## src/rtl/cd_spi_slave.sv

```systemverilog
`default_nettype none
// ============================================================================
// Module   : cd_spi_slave
// Purpose  : SPI mode-0 slave front end for the CDBUS register file.
//            Oversamples NSS/SCLK/MOSI in the clk domain, decodes a command
//            byte followed by a data burst, issues single-cycle csr_read /
//            csr_write strobes and shifts read data out on MISO.
// Revision : 1.0 - initial release
// ============================================================================
module cd_spi_slave #(
  parameter int SYNC_STAGES = 2
) (
  input  logic       clk,
  input  logic       reset,
  input  logic       spi_nss,
  input  logic       spi_sclk,
  input  logic       spi_mosi,
  output logic       spi_miso,
  output logic       spi_miso_oe,
  output logic       chip_select,
  output logic [4:0] csr_address,
  output logic       csr_read,
  input  logic [7:0] csr_readdata,
  output logic       csr_write,
  output logic [7:0] csr_writedata
);

  // NSS and SCLK carry one extra flop beyond the synchronizer for edge detect.
  localparam int C_EDGE_LEN = SYNC_STAGES + 1;

  typedef enum logic [1:0] {
    ST_IDLE = 2'd0,
    ST_CMD  = 2'd1,
    ST_WR   = 2'd2,
    ST_RD   = 2'd3
  } state_t;

  state_t                  state_q, state_d;
  logic [C_EDGE_LEN-1:0]   nss_sr_q, nss_sr_d;
  logic [C_EDGE_LEN-1:0]   sclk_sr_q, sclk_sr_d;
  logic [SYNC_STAGES-1:0]  mosi_sr_q, mosi_sr_d;
  logic [2:0]              bit_cnt_q, bit_cnt_d;
  logic [7:0]              rx_sr_q, rx_sr_d;
  logic [7:0]              tx_sr_q, tx_sr_d;
  logic [4:0]              csr_address_q, csr_address_d;
  logic [7:0]              csr_writedata_q, csr_writedata_d;
  logic                    csr_read_q, csr_read_d;
  logic                    csr_write_q, csr_write_d;
  logic                    chip_select_q, chip_select_d;

  logic                    nss_sync;
  logic                    nss_rise;
  logic                    sclk_rise;
  logic                    sclk_fall;
  logic                    mosi_sync;
  logic [7:0]              rx_byte;

  // Pin synchronizer chains and edge detection against the trailing flop.
  always_comb begin
    nss_sr_d  = {nss_sr_q[SYNC_STAGES-1:0], spi_nss};
    sclk_sr_d = {sclk_sr_q[SYNC_STAGES-1:0], spi_sclk};
    mosi_sr_d = {mosi_sr_q[SYNC_STAGES-2:0], spi_mosi};
    nss_sync  = nss_sr_q[SYNC_STAGES-1];
    nss_rise  = nss_sr_q[SYNC_STAGES-1] & ~nss_sr_q[SYNC_STAGES];
    sclk_rise = sclk_sr_q[SYNC_STAGES-1] & ~sclk_sr_q[SYNC_STAGES];
    sclk_fall = ~sclk_sr_q[SYNC_STAGES-1] & sclk_sr_q[SYNC_STAGES];
    mosi_sync = mosi_sr_q[SYNC_STAGES-1];
    rx_byte   = {rx_sr_q[6:0], mosi_sync};
  end

  // Transaction FSM: command decode, strobe scheduling and shift registers.
  always_comb begin
    state_d         = state_q;
    bit_cnt_d       = bit_cnt_q;
    rx_sr_d         = rx_sr_q;
    tx_sr_d         = tx_sr_q;
    csr_address_d   = csr_address_q;
    csr_writedata_d = csr_writedata_q;
    csr_read_d      = 1'b0;
    csr_write_d     = 1'b0;
    chip_select_d   = chip_select_q;

    // A read fetch cycle captures the register data for the next MISO byte;
    // the state handling below may still override it (IDLE / deselect).
    if (csr_read_q) begin
      tx_sr_d = csr_readdata;
    end

    case (state_q)
      ST_IDLE: begin
        bit_cnt_d     = 3'd0;
        rx_sr_d       = 8'd0;
        tx_sr_d       = 8'd0;
        chip_select_d = 1'b0;
        // Level test, so a still-low NSS after reset also starts a transaction.
        if (!nss_sync) begin
          state_d       = ST_CMD;
          chip_select_d = 1'b1;
        end
      end
      default: begin
        if (nss_rise) begin
          // Deselect wins over any coincident SCLK edge; partial byte dropped.
          state_d       = ST_IDLE;
          chip_select_d = 1'b0;
          bit_cnt_d     = 3'd0;
          rx_sr_d       = 8'd0;
          tx_sr_d       = 8'd0;
        end else begin
          if (sclk_rise) begin
            rx_sr_d   = rx_byte;
            bit_cnt_d = bit_cnt_q + 3'd1;
            if (bit_cnt_q == 3'd7) begin
              case (state_q)
                ST_CMD: begin
                  csr_address_d = rx_byte[4:0];
                  if (rx_byte[7]) begin
                    state_d = ST_WR;
                  end else begin
                    state_d    = ST_RD;
                    csr_read_d = 1'b1;
                  end
                end
                ST_WR: begin
                  csr_write_d     = 1'b1;
                  csr_writedata_d = rx_byte;
                end
                ST_RD: begin
                  csr_read_d = 1'b1;
                end
                default: begin
                end
              endcase
            end
          end
          // No shift on the fall right after a byte boundary: that would drop
          // the MSB just loaded by the fetch.
          if (sclk_fall && (bit_cnt_q != 3'd0)) begin
            tx_sr_d = {tx_sr_q[6:0], 1'b0};
          end
        end
      end
    endcase
  end

  // State and datapath registers with synchronous reset; NSS chain resets high.
  always_ff @(posedge clk) begin
    if (reset) begin
      state_q         <= ST_IDLE;
      nss_sr_q        <= '1;
      sclk_sr_q       <= '0;
      mosi_sr_q       <= '0;
      bit_cnt_q       <= 3'd0;
      rx_sr_q         <= 8'd0;
      tx_sr_q         <= 8'd0;
      csr_address_q   <= 5'd0;
      csr_writedata_q <= 8'd0;
      csr_read_q      <= 1'b0;
      csr_write_q     <= 1'b0;
      chip_select_q   <= 1'b0;
    end else begin
      state_q         <= state_d;
      nss_sr_q        <= nss_sr_d;
      sclk_sr_q       <= sclk_sr_d;
      mosi_sr_q       <= mosi_sr_d;
      bit_cnt_q       <= bit_cnt_d;
      rx_sr_q         <= rx_sr_d;
      tx_sr_q         <= tx_sr_d;
      csr_address_q   <= csr_address_d;
      csr_writedata_q <= csr_writedata_d;
      csr_read_q      <= csr_read_d;
      csr_write_q     <= csr_write_d;
      chip_select_q   <= chip_select_d;
    end
  end

  assign spi_miso      = tx_sr_q[7];
  assign spi_miso_oe   = chip_select_q;
  assign chip_select   = chip_select_q;
  assign csr_address   = csr_address_q;
  assign csr_read      = csr_read_q;
  assign csr_write     = csr_write_q;
  assign csr_writedata = csr_writedata_q;

endmodule
`default_nettype wire

```

## config.mk

```make
export PLATFORM = sky130hd
export DESIGN_NAME = cd_spi_slave
export DESIGN_NICKNAME = d
export VERILOG_FILES = /design/src/rtl/cd_spi_slave.sv
export SDC_FILE = /design/constraint.sdc
export NUM_CORES = 1
export LEC_CHECK = 0
export CORE_MARGIN = 5
export CORE_UTILIZATION = 50
export CTS_BUF_LIST = sky130_fd_sc_hd__clkbuf_4 sky130_fd_sc_hd__clkbuf_8
export DETAILED_ROUTE_END_ITERATION = 6
export PLACE_DENSITY = 0.86
export SLEW_MARGIN = 15
export SYNTH_ARGS = -nofsm -noshare
export SYNTH_HDL_FRONTEND = slang
export SYNTH_SLANG_ARGS = --single-unit
```

## constraint.sdc

```tcl
create_clock -name clk -period 4.3 [get_ports clk]
set_clock_uncertainty 0.1 [all_clocks]
set_input_delay 1.29 -clock clk [delete_from_list [all_inputs] [get_ports clk]]
set_output_delay 1.29 -clock clk [all_outputs]
set_load 0.02 [all_outputs]
```

# == After elaboration in Yosys (flattened, before gate mapping) ==
# Cells that the tools add are included.
# classes
addsub,1
n_eq_ne,5
mux,15
n_bitwise,10
n_reduce_logical,14
# ops
operator,count
8-bit 2-to-1 mux,2
2-bit 2-to-1 mux,6
3-bit nonzero test,4
5-bit AND reduction,2
1-bit inverter,7
1-bit 2-to-1 mux,6
5-bit OR reduction,1
2-bit == test (second input constant),2
4-bit AND reduction,1
2-bit nonzero test,2
4-bit OR reduction,1
3-bit by 1-bit adder with 3-bit output (second input constant),1
1-bit bitwise AND,3
3-bit == test (second input constant),1
3-bit OR reduction,1
2-bit by 1-bit == test with 1-bit output (second input constant),1
2-bit logical NOT,1
2-bit inequality test (second input constant),1
1-bit case mux with 2 select lines,1
1-bit logical AND,1
# totals
regBits,44
in_bits,13
output_inout_bits,18
elab_cells,58

# == Logic depth before layout (Yosys ltp) ==
# Gate-level depths: netlist (run 1).
# depth
word_depth,6
mapped_depth,6
depth_no_buf,5

# == Least setup slack after synthesis (run 1) ==
# OpenSTA, ideal clock, no wires.
# synth_path
kind,input port to flip-flop
from,input port reset
to,"register csr_read_q, in the netlist csr_read"
setup_ps,76
arrival_time_ps,1952
t_required_ps,4124
setup_slack_ps,2172
path_stages,3
n_path_buf,1
path_cell_list,or3_4 buf_6 nor3_4
# synth_between
elab_chain_cells,1
# synth_rtl
element,line,rtl
"start, declared",14,"input logic reset,"
5-bit OR reduction (no source line),n/a,
"end signal, assigned",171,csr_read_q <= csr_read_d;
"end, declared",47,"logic csr_read_q, csr_read_d;"
# Every way passes these cells.
# A chain may end at the register's enable or synchronous reset.

# == Final worst setup path (run 1) ==
# layout_path
from,"register csr_read_q, in the netlist csr_read"
to,output port csr_read
# layout_lines
element,line,rtl
"end, declared",22,"output logic csr_read,"
# No word-level cell between the ends.

==> results.json, run 1 <==
{
  "fp.dieArea_mm2": 0.00499,
  "syn-mean-instance-area_um2": 9.78,
  "numCtsBuffers": 5,
  "synth_fa_ha_area_frac": 0.0204,
  "layout_min_cycle_time_ns": 2.99,
  "required_ns": 2.91,
  "cts.htree.levels": 2,
  "synthMuxAreaShare": 0.114,
  "first_pass_iters": 2,
  "hold_path_class": "register to register",
  "setup.worst_path.class": "register to output pin",
  "clock_latency_ns": 0.30,
  "clock_sinks": 44,
  "gp_congestion": 0.825,
  "synth_area_leader_cell": "dfxtp_1",
  "syn-num-nets": 204,
  "fill_cells": 301,
  "end_kind": "output pin",
  "yosysTopAreaCellShare": 0.479,
  "synthTopCellsByArea": "dfxtp_1 (48%), mux2i_1 (11%), nand2b_1 (8.5%)",
  "place_hpwl_um": 2110,
  "avgViaCountPerCell": 5.00,
  "p_per_area_mw_per_mm2": 347,
  "critPathMaxStageDelay_ns": 0.69,
  "cts_resized": 0,
  "start_util": 0.510,
  "cp-start-kind": "register",
  "status": "complete, no violations",
  "yosysWarningCount": 0,
  "grt_overflow": 0,
  "track_usage": 0.137,
  "path_buf_inv": 1,
  "grt_pass1_vias": 1235,
  "crit_path_cell_trace": "clkdlybuf4s50_1",
  "ir_drop_mv": 0.294,
  "cts_setup_buffers": 0,
  "synth_top_family_by_area": "simple AND/OR/NAND/NOR gates",
  "yosysSeqAreaShare": 0.479,
  "clkSlewWorstSetupHoldPaths_ns": 0.07,
  "synth_xor_area_frac": 0.00477,
  "synth.distinct_cells": 30,
  "tightest_slew_ns": 0.948,
  "cts_root_buf": "clkbuf_8",
  "drt_iter0_drc": 50,
  "grt_max_degree": 28,
  "io_pins": 31,
  "num-nets-final": 229,
  "drv_slew": 0,
  "drv_cap": 0,
  "ys_ff_latch": 44,
  "cp_top_family": "buffers and inverters",
  "arrival_ns": 1.60,
  "port_buffers": 30,
  "die_w_um": 70.6,
  "grt_pass1_wl_um": 5500,
  "slowest_stage": "clkdlybuf4s50_1",
  "p_leak_uw": 0.000769,
  "rsz0062_at_grt": "no",
  "drc": 0,
  "area_growth_pct": 23.1,
  "hold_buffers": 0,
  "hold_viol_final": 0,
  "syn_inst": 188,
  "setup_viol": 0,
  "wl_per_cell_um": 12.0,
  "syn_area_mm2": 0.00184,
  "postRouteAntennaNets": 0,
  "cts_buffer_depth": 2,
  "fmax_mhz": 335,
  "relSlewSlack": 0.367,
  "row_count": 22,
  "fin_crit_sh": 0.695,
  "cts_tree": "built",
  "antenna_found_initial": 0,
  "worstPathMaxFanout": 9,
  "wl_um": 3140,
  "yosys.area_share.simple": 0.238,
  "whs_ns": 0.313,
  "dr_total_vias": 1310,
  "diodes": 0,
  "fp.dieH_um": 70.6,
  "synth_compound_gate_area_share": 0.0994,
  "finalSetupTns_ns": 0,
  "core_area_mm2": 0.00361,
  "drive_gt1_frac": 0.0841
}
[registers in the layout, indices dropped and copies added, names as in the netlist, 2 cells and up]
signal / count
bit_cnt_q: 3
csr_address: 5
csr_writedata: 8
mosi_sr_q: 2
nss_sr_q: 3
rx_sr_q: 7
sclk_sr_q: 3
state_q: 2
tx_sr_q: 8
[cell usage in the layout, fill, tap and decap left out]
cell type | synthesis | final
dfxtp_1 | 44 | 44
clkdlybuf4s50_1 | 0 | 30
nand2b_1 | 25 | 25
mux2i_1 | 21 | 21
nand2_1 | 18 | 18
a21oi_1 | 16 | 16
nor2b_1 | 9 | 9
nand3_1 | 8 | 8
a21o_1 | 7 | 7
clkbuf_8 | 0 | 7
inv_1 | 3 | 3
nor2_1 | 3 | 3
or2_2 | 3 | 3
ha_1 | 3 | 3
nor3_4 | 2 | 2
a211oi_1 | 2 | 2
nor2_2 | 1 | 1
or3_4 | 1 | 1
a211oi_2 | 1 | 1
nand4b_1 | 1 | 1
and4_1 | 1 | 1
and2b_1 | 1 | 1
o21ai_0 | 1 | 1
nand4_2 | 1 | 1
xnor2_1 | 1 | 1
a311o_1 | 1 | 1
o31ai_1 | 1 | 1
bufinv_16 | 0 | 1
buf_4 | 2 | 1
[cells in the mapped netlist, drive strengths merged]
cell / count
a211oi: 3
a21o: 7
a21oi: 16
a311o: 1
and2b: 1
and4: 1
buf: 8
clkbuf: 5
dfxtp: 44
ha: 3
inv: 3
mux2i: 21
nand2: 18
nand2b: 25
nand3: 8
nand4: 1
nand4b: 1
nor2: 4
nor2b: 9
nor3: 2
o21ai: 1
o31ai: 1
or2: 3
or3: 1
xnor2: 1
[power by group]
part | leakage [uW] | switching (uW) | total (uW) | internal [uW]
logic | 0.000349 | 14.5 | 33.7 | 19.2
clock network | 0.0000645 | 134 | 338 | 205
registers | 0.000356 | 2.74 | 414 | 411
[routing by layer]
layer	global-route usage	part of all wire	up-vias	wire [um]
li1	-	-	678	-
met1	0.178	0.47	606	1460
met2	0.206	0.47	20	1470
met3	0.0497	0.047	6	146
met4	0.0564	0.018	0	57
met5	0	0	-	0
[kinds of logic (layout without fill, tap and decap cells)]
kind of cell,Yosys count,count (layout)
buffers and inverters,16,42
and+or+nand+nor,74,74
muxes,21,21
xor gates and xnor gates,1,1
DFF,44,44
AOI/OAI and AO/OA,29,29
adders and majority gates,3,3
[area by class of cell]
| type | count | area (um2) | area share |
|---|---|---|---|
| clock inverters | 1 | 30.0 | 0.0133 |
| multi-input cells | 128 | 877 | 0.388 |
| clock buffers | 7 | 96.3 | 0.0426 |
| inverters | 3 | 11.3 | 0.00498 |
| well taps | 48 | 60.1 | 0.0265 |
| repair buffers | 31 | 308 | 0.136 |
| flip-flops and latches | 44 | 881 | 0.389 |
[through the flow]
stage / cell area, um2 / worst slack, ns / power [uW] / utilization / cells
4_1_cts: 2260 / 1.28 / 797 / 0.628 / 262
5_1_grt: 2260 / 1.23 / 815 / 0.628 / 262
3_5_place_dp: 2140 / 1.58 / 458 / 0.593 / 254
6_report: 2260 / 1.31 / 786 / 0.628 / 262
2_1_floorplan: 1840 / 2.17 / 443 / - / 188
3_3_place_gp: 2140 / 1.60 / 457 / 0.593 / 254
[worst paths after layout]
check	depth (start not counted)	slack, ns	to	startpoint
setup / recovery	1	1.31	csr_read	csr_read
hold / removal	1	0.31	nss_sr_q[1]	nss_sr_q[0]
setup reg to reg	3	2.34	csr_writedata[7]	sclk_sr_q[1]
hold reg to reg	1	0.31	nss_sr_q[1]	nss_sr_q[0]
Power figures use the tool's default switching activity.
==> inputs of run 2 (changes only) <==
--- a/config.mk
+++ b/config.mk
@@ -6,10 +6,10 @@
 export NUM_CORES = 1
 export LEC_CHECK = 0
 export CORE_MARGIN = 5
-export CORE_UTILIZATION = 50
+export CORE_UTILIZATION = 49
 export CTS_BUF_LIST = sky130_fd_sc_hd__clkbuf_4 sky130_fd_sc_hd__clkbuf_8
 export DETAILED_ROUTE_END_ITERATION = 6
-export PLACE_DENSITY = 0.86
+export PLACE_DENSITY = 0.87
 export SLEW_MARGIN = 15
 export SYNTH_ARGS = -nofsm -noshare
 export SYNTH_HDL_FRONTEND = slang
==> constraint.sdc (replaced) <==
create_clock -name clk -period 2.5 [get_ports clk]
set_clock_uncertainty 0.1 [all_clocks]
set_input_delay 0.75 -clock clk [delete_from_list [all_inputs] [get_ports clk]]
set_output_delay 0.75 -clock clk [all_outputs]
set_load 0.02 [all_outputs]
==> run 2 against run 1 <==
Register-to-register slack worse by 1.8 ns. Highest routed layer unchanged. Critical endpoint is now chip_select. Clock-buffer cell count decreased by 1. Cell count rose by 1.1%. Utilization decreased by 1.4 points. Wire length is 5.9% higher.
==> results.json, run 2 (synthesized netlist as in run 1, its figures left out) <==
{
  "p_leak_uw": 0.000770,
  "track_usage": 0.140,
  "clock_sinks": 44,
  "status": "complete, no violations",
  "postRouteAntennaNets": 0,
  "fp.dieH_um": 71.2,
  "avgViaCountPerCell": 5.02,
  "fin_crit_sh": 0.845,
  "required_ns": 1.65,
  "drc": 0,
  "die_w_um": 71.2,
  "place_hpwl_um": 2290,
  "cts_tree": "built",
  "area_growth_pct": 22.3,
  "wl_per_cell_um": 12.5,
  "numCtsBuffers": 5,
  "drive_gt1_frac": 0.0968,
  "grt_pass1_wl_um": 5640,
  "path_buf_inv": 1,
  "cts_resized": 0,
  "dr_total_vias": 1329,
  "end_kind": "output pin",
  "fmax_mhz": 474,
  "wl_um": 3320,
  "critPathMaxStageDelay_ns": 0.61,
  "slowest_stage": "clkdlybuf4s50_1",
  "postPlaceCellArea_mm2": 0.00217,
  "final_common_cell": "dfxtp_1",
  "cts_setup_buffers": 0,
  "layout_common_cells": "dfxtp_1 (44), clkdlybuf4s50_1 (30), nand2b_1 (25)",
  "drt_iter0_drc": 41,
  "whs_ns": 0.319,
  "ir_drop_mv": 0.363,
  "diodes": 0,
  "num-nets-final": 233,
  "final_area_mm2": 0.00225,
  "antenna_found_initial": 0,
  "port_buffers": 30,
  "row_count": 22,
  "clkSlewWorstSetupHoldPaths_ns": 0.07,
  "hold_viol_final": 0,
  "arrival_ns": 1.26,
  "worstPathMaxFanout": 3,
  "layout_min_cycle_time_ns": 2.11,
  "grt_max_degree": 21,
  "hold_buffers": 0,
  "cp_top_family": "buffers and inverters",
  "fp.dieArea_mm2": 0.00508,
  "start_util": 0.502,
  "crit_path_cell_trace": "clkdlybuf4s50_1",
  "cts.htree.levels": 2,
  "drv_cap": 0,
  "cp-start-kind": "register",
  "clock_latency_ns": 0.29,
  "cts_root_buf": "clkbuf_8",
  "setup_viol": 0,
  "cts_buffer_depth": 2,
  "grt_overflow": 0,
  "tightest_slew_ns": 0.512,
  "p_per_area_mw_per_mm2": 532,
  "finalSetupTns_ns": 0,
  "core_area_mm2": 0.00366,
  "hold_path_class": "register to register",
  "drv_slew": 0,
  "setup.worst_path.class": "register to output pin",
  "rsz0062_at_grt": "no",
  "grt_pass1_vias": 1266,
  "relSlewSlack": 0.659,
  "gp_congestion": 0.729,
  "fill_cells": 309,
  "io_pins": 31,
  "first_pass_iters": 4
}
## run 2: changes by cell type in the layout (fill, tap and decap cells not counted)
cell       before  now
buf_4           1    5
clkbuf_8        7    5
bufinv_16       1    0
clkbuf_4        0    1
clkinv_2        0    1
## run 2: path summary, 6_finish.rpt
check / slack (ns) / cells past startpoint / to / from
worst max register to register: 0.59 / 5 / csr_address[4] / bit_cnt_q[0]
worst min-delay path: 0.32 / 1 / nss_sr_q[1] / nss_sr_q[0]
worst max-delay path: 0.39 / 1 / chip_select / chip_select
worst min register to register: 0.32 / 1 / nss_sr_q[1] / nss_sr_q[0]
## run 2: area by class of cell
class	instances	area [um2]	area share
Inverter	3	11.3	0.00501
Multi-Input combinational cell	128	877	0.390
Timing Repair Buffer	35	338	0.150
Tap cell	48	60.1	0.0267
Clock buffer	6	76.3	0.0339
Clock inverter	1	5.00	0.00223
Sequential cell	44	881	0.392
## run 2: power by group
part	switching (uW)	internal, uW	total, uW
registers	5.17	708	713
logic	25.7	35.4	61.1
clock network	221	201	422
total	252	944	1200
## run 2: metrics by stage
stage | util | setup slack [ns] | power [uW] | cells
floorplan | - | 0.877 | 762 | 188
global placement | 0.592 | 0.408 | 789 | 258
detailed placement | 0.592 | 0.397 | 791 | 258
CTS | 0.614 | 0.368 | 1210 | 265
global route | 0.614 | 0.321 | 1250 | 265
finish | 0.614 | 0.388 | 1200 | 265
## run 2: metal layers
metal  routed length (um)  GRT usage  up-vias
met5                    0          0        -
met4                   55     0.0564        0
met3                  181     0.0463        7
met2                 1550      0.220       28
met1                 1540      0.176      611
li1                     -          -      683
==> inputs of run 3 (changes only) <==
--- a/config.mk
+++ b/config.mk
@@ -6,10 +6,10 @@
 export NUM_CORES = 1
 export LEC_CHECK = 0
 export CORE_MARGIN = 5
-export CORE_UTILIZATION = 49
+export CORE_UTILIZATION = 50
 export CTS_BUF_LIST = sky130_fd_sc_hd__clkbuf_4 sky130_fd_sc_hd__clkbuf_8
 export DETAILED_ROUTE_END_ITERATION = 6
-export PLACE_DENSITY = 0.87
+export PLACE_DENSITY = 0.86
 export SLEW_MARGIN = 15
 export SYNTH_ARGS = -nofsm -noshare
 export SYNTH_HDL_FRONTEND = slang
==> constraint.sdc (replaced) <==
create_clock -name clk -period 2.07 [get_ports clk]
set_clock_uncertainty 0.1 [all_clocks]
set_input_delay 0.621 -clock clk [delete_from_list [all_inputs] [get_ports clk]]
set_output_delay 0.621 -clock clk [all_outputs]
set_load 0.02 [all_outputs]
==> run 3 against run 2 <==
Combinational power grew 22%. Via count shrank 0.38%. Setup slack lost 0.32 ns. Hold slack gained 0.0029 ns. Final area grew 1.0%. Critical path depth is the same. Wire length grew 1.1%. Sequential share of layout area shrank 0.39 points. Utilization grew 1.6 points. Power grew 26%. First-iteration DRC count shrank 12%. Largest cell class unchanged.
==> results.json, run 3 (synthesized netlist as in run 1, its figures left out) <==
{
  "status": "complete, no violations",
  "slowest_stage": "clkdlybuf4s50_1",
  "drc": 0,
  "drv_cap": 0,
  "required_ns": 1.35,
  "fin_crit_sh": 0.968,
  "layout_min_cycle_time_ns": 2.00,
  "first_pass_iters": 4,
  "path_buf_inv": 1,
  "grt_pass1_wl_um": 5710,
  "clkSlewWorstSetupHoldPaths_ns": 0.08,
  "drive_gt1_frac": 0.101,
  "cp-start-kind": "register",
  "fmax_mhz": 499,
  "ir_drop_mv": 0.549,
  "hold_buffers": 0,
  "multi_input_area_um2": 877,
  "fill_cells": 299,
  "dp.cells": 259,
  "drt_iter0_drc": 36,
  "relSlewSlack": 0.636,
  "row_count": 22,
  "clock_latency_ns": 0.29,
  "final_common_cell": "dfxtp_1",
  "critPathMaxStageDelay_ns": 0.62,
  "hold_viol_final": 0,
  "cts_root_buf": "clkbuf_8",
  "dr_total_vias": 1324,
  "core_area_mm2": 0.00361,
  "r2r_slack_ns": 0.33,
  "r2r_end": "csr_address[4]",
  "clock_sinks": 44,
  "arrival_ns": 1.28,
  "cts_tree": "built",
  "hold_path_class": "register to register",
  "cts.htree.levels": 2,
  "io_pins": 31,
  "cts_setup_buffers": 0,
  "worstSetupPathDepth": 1,
  "die_w_um": 70.6,
  "fp.dieH_um": 70.6,
  "dr.max_layer_used": "met4",
  "track_usage": 0.141,
  "wl_met2_um": 1590,
  "drv_slew": 0,
  "num-nets-final": 234,
  "startpoint": "chip_select",
  "end_kind": "output pin",
  "wl_um": 3360,
  "worstSetupEndpoint": "chip_select",
  "rsz0062_at_grt": "no",
  "numCtsBuffers": 5,
  "stdcell_count": 266,
  "finalSetupTns_ns": 0,
  "grt_pass1_vias": 1289,
  "postRouteAntennaNets": 0,
  "area_growth_pct": 23.6,
  "wl_per_cell_um": 12.6,
  "setup_viol": 0,
  "fp.dieArea_mm2": 0.00499,
  "register_area_um2": 881,
  "avgViaCountPerCell": 4.98,
  "dr_wl_met3_um": 122,
  "start_util": 0.510,
  "place_hpwl_um": 2340,
  "grt_overflow": 0,
  "worstPathMaxFanout": 3,
  "met1_length_um": 1590,
  "timing.rr.start": "bit_cnt_q[0]",
  "tightest_slew_ns": 0.546,
  "gp_congestion": 0.728,
  "diodes": 0,
  "port_buffers": 30,
  "setup.worst_path.class": "register to output pin",
  "cts_buffer_depth": 2,
  "worstRegToRegCells": 5,
  "antenna_found_initial": 0,
  "p_per_area_mw_per_mm2": 661,
  "p_leak_uw": 0.000780,
  "layout_common_cells": "dfxtp_1 (44), clkdlybuf4s50_1 (30), nand2b_1 (25)",
  "cts_resized": 0,
  "cp_top_family": "buffers and inverters",
  "grt_max_degree": 29,
  "crit_path_cell_trace": "clkdlybuf4s50_1"
}
## run 3: stage by stage
step	hold slack, ns	setup WS, ns	power [uW]	instance area (um2)	utilization
after detailed placement	0.307	0.0993	955	2170	0.603
after global placement	0.293	0.110	953	2170	0.603
final	0.322	0.0655	1500	2270	0.630
after floorplan	0.289	0.447	921	1840	-
after global routing	0.347	0.0356	1550	2270	0.630
after CTS	0.327	0.0526	1520	2270	0.630
## run 3: cell type report
class | instances | share of cell area
inverters | 3 | 0.00496
repair buffers | 36 | 0.152
flip-flops and latches | 44 | 0.388
multi-input cells | 128 | 0.386
clock buffers | 7 | 0.0424
well taps | 48 | 0.0264
## run 3: worst min-delay path by stage
stage / startpoint / endpoint / slack (ns) / depth (start not counted)
floorplan: nss_sr_q[0] / nss_sr_q[1] / 0.29 / 1
global placement: nss_sr_q[0] / nss_sr_q[1] / 0.29 / 1
detailed placement: nss_sr_q[0] / nss_sr_q[1] / 0.31 / 1
CTS: nss_sr_q[0] / nss_sr_q[1] / 0.33 / 1
global route: nss_sr_q[0] / nss_sr_q[1] / 0.35 / 1
finish: nss_sr_q[0] / nss_sr_q[1] / 0.32 / 1
## run 3: metal layers
metal,up-vias,global-route usage
met5,-,0
met4,0,0.0564
met3,7,0.0369
met2,20,0.233
met1,608,0.177
li1,689,-
## run 3: where the power goes
group / leakage, uW / switching, uW / internal (uW)
Combinational: 0.000374 / 31.7 / 42.8
Sequential: 0.000356 / 6.19 / 855
Clock: 0.0000503 / 269 / 297
Total: 0.000780 / 307 / 1190
==> RTL change, RTL diff (flow settings as in run 3) <==
Change the parameter `SYNC_STAGES` from 2 to 4.
--- a/src/rtl/cd_spi_slave.sv
+++ b/src/rtl/cd_spi_slave.sv
@@ -10,3 +10,3 @@
 module cd_spi_slave #(
-  parameter int SYNC_STAGES = 2
+  parameter int SYNC_STAGES = 4
 ) (
Behaviour: not the same (a bounded check fails within 4 cycles, from zero or initial values and one cycle with reset high).
==> RTL change against run 3 <==
Routed wire length rose by 3.6%. Sequential cell count grew 6. Via count up 6.2%. Final cell count increased by 4.9%. Power rose by 2.7%. Setup slack better by 0.0032 ns. Combinational power shrank 30%. Synthesized area up 4.5%. Cell area grew 2.6%. Die area is 3.8% higher. Critical endpoint is now spi_miso_oe. Largest cell class unchanged. Largest power group unchanged.
==> RTL change: results (changes against run 3) <==
| Metric | Value |
|---|---|
| Status | finished clean |
| Power, Total | 1.54 mW (+2.7%) |
| Register area share after synthesis | 0.521 (+0.0419) |
| Pleak | 0.835 nW (+7.0%) |
| Cell family with most CP delay | buffers and inverters |
| Hold Path Class | reg2reg |
| Hold path endpoint | nss_sr_q[2]$_SDFF_PP1_ |
| Drt total wl | 3480 um (+3.6%) |
| Ranking of synthesized cells by area | dfxtp_1 (52%), mux2i_1 (11%), nand2_1 (8.0%) |
| First-pass GRT wire length | 5980 um (+4.6%) |
| Worst hold path startpoint | nss_sr_q[1]$_SDFF_PP1_ |
| Worst slew margin | 0.603 (-0.0327) |
| Syn Nets | 217 (+6.4%) |
| H-tree depth | 2 (unchanged) |
| Clock buffer depth | 2 (unchanged) |
| Filler instances | 330 (+10%) |
| DRT iter0 DRCs | 93 (+160%) |
| Commonest cells post-synth | dfxtp_1 (50), nand2_1 (41), mux2i_1 (21) |
| Final HPWL DP | 2510 um (+7.3%) |
| Worst reg2reg startpoint | bit_cnt_q[0]$_SDFFE_PP0N_ |
| GRT Total Usage | 0.144 (+0.00252) |
| Post-CTS Resized | 0 (unchanged) |
| Vias in the first global route | 1378 (+6.9%) |
| R2r setup slk | 0.39 ns (+0.06 ns) |
| Netlist cell types | 28 (-6.7%) |
| Vias/cell | 5.04 (+1.2%) |
| Peak VDD IR | 0.000460 V (-16%) |
| CP max FO | 3 (unchanged) |
| Number of CTS-inserted buffers | 5 (unchanged) |
| GP Congestion | 0.785 (+7.8%) |
| Largest net degree at the start of global routing | 23 (-21%) |
| Post-CTS setup buffer count | 0 (unchanged) |
| Final nets | 247 (+5.6%) |
| Initial antenna violation count | 0 (unchanged) |
| Worst R2R Path Depth | 6 (+1) |
| Ratio of cells with drive above 1 in the final layout | 0.0909 (-0.0100) |
-- RTL change: changes by cell type after synthesis, moves of 3 or more --
cell / run 3 / this run
nand2b_1: 25 / 3
nand2_1: 18 / 41
dfxtp_1: 44 / 50
nor2b_1: 9 / 12
-- RTL change: area by class of cell --
class                   instances  share of cell area
inverters                       4             0.00644
clock buffers                   5              0.0295
clock inverters                 2             0.00430
flip-flops and latches         50               0.430
multi-input cells             135               0.359
well taps                      48              0.0258
repair buffers                 35               0.145
-- RTL change: cell families after synthesis --
family,after synthesis,share of synthesized area
DFF,50,0.521
buffers and inverters,16,0.0430
adders and majority gates,3,0.0195
muxes,21,0.109
AOI/OAI and AO/OA,29,0.0925
and+or+nand+nor,82,0.214
-- RTL change: report_power, final --
group / internal, mW / total (mW) / switching [mW]
Clock: 0.227 / 0.517 / 0.290
Sequential: 0.970 / 0.973 / 0.00339
Combinational: 0.0301 / 0.0519 / 0.0219
-- RTL change: how the worst max path moves through the flow --
| stage | start | slack, ns | endpoint | cells after the start |
|---|---|---|---|---|
| after floorplan | bit_cnt_q[0]$_SDFFE_PP0N_ | 0.49 | csr_address[0]$_SDFFE_PP0P_ | 5 |
| after global placement | reset | 0.05 | csr_address[0]$_SDFFE_PP0P_ | 4 |
| after detailed placement | reset | -0.04 | csr_address[4]$_SDFFE_PP0P_ | 4 |
| after CTS | chip_select$_SDFFE_PP0P_ | 0.04 | spi_miso_oe | 1 |
| after global routing | chip_select$_SDFFE_PP0P_ | 0.002 | spi_miso_oe | 1 |
| final | chip_select$_SDFFE_PP0P_ | 0.07 | spi_miso_oe | 1 |
-- RTL change: per-layer routing --
metal,part of all wire,GRT usage,routed length (um),vias up
li1,-,-,-,728
met1,0.47,0.173,1620,646
met3,0.041,0.0471,143,9
met5,0,0,0,-
met4,0.017,0.0564,59,0
met2,0.48,0.238,1650,23
-- RTL change: stage by stage --
step / setup WS [ns] / setup TNS [ns] / hold WS, ns / std cells / instance area [um2]
final: 0.0687 / 0 / 0.315 / 279 / 2330
after global routing: 0.00246 / 0 / 0.331 / 279 / 2330
after CTS: 0.0433 / 0 / 0.316 / 279 / 2330
after detailed placement: -0.0443 / -0.205 / 0.297 / 272 / 2250
after global placement: 0.0477 / 0 / 0.292 / 272 / 2250
after floorplan: 0.495 / 0 / 0.289 / 201 / 1920
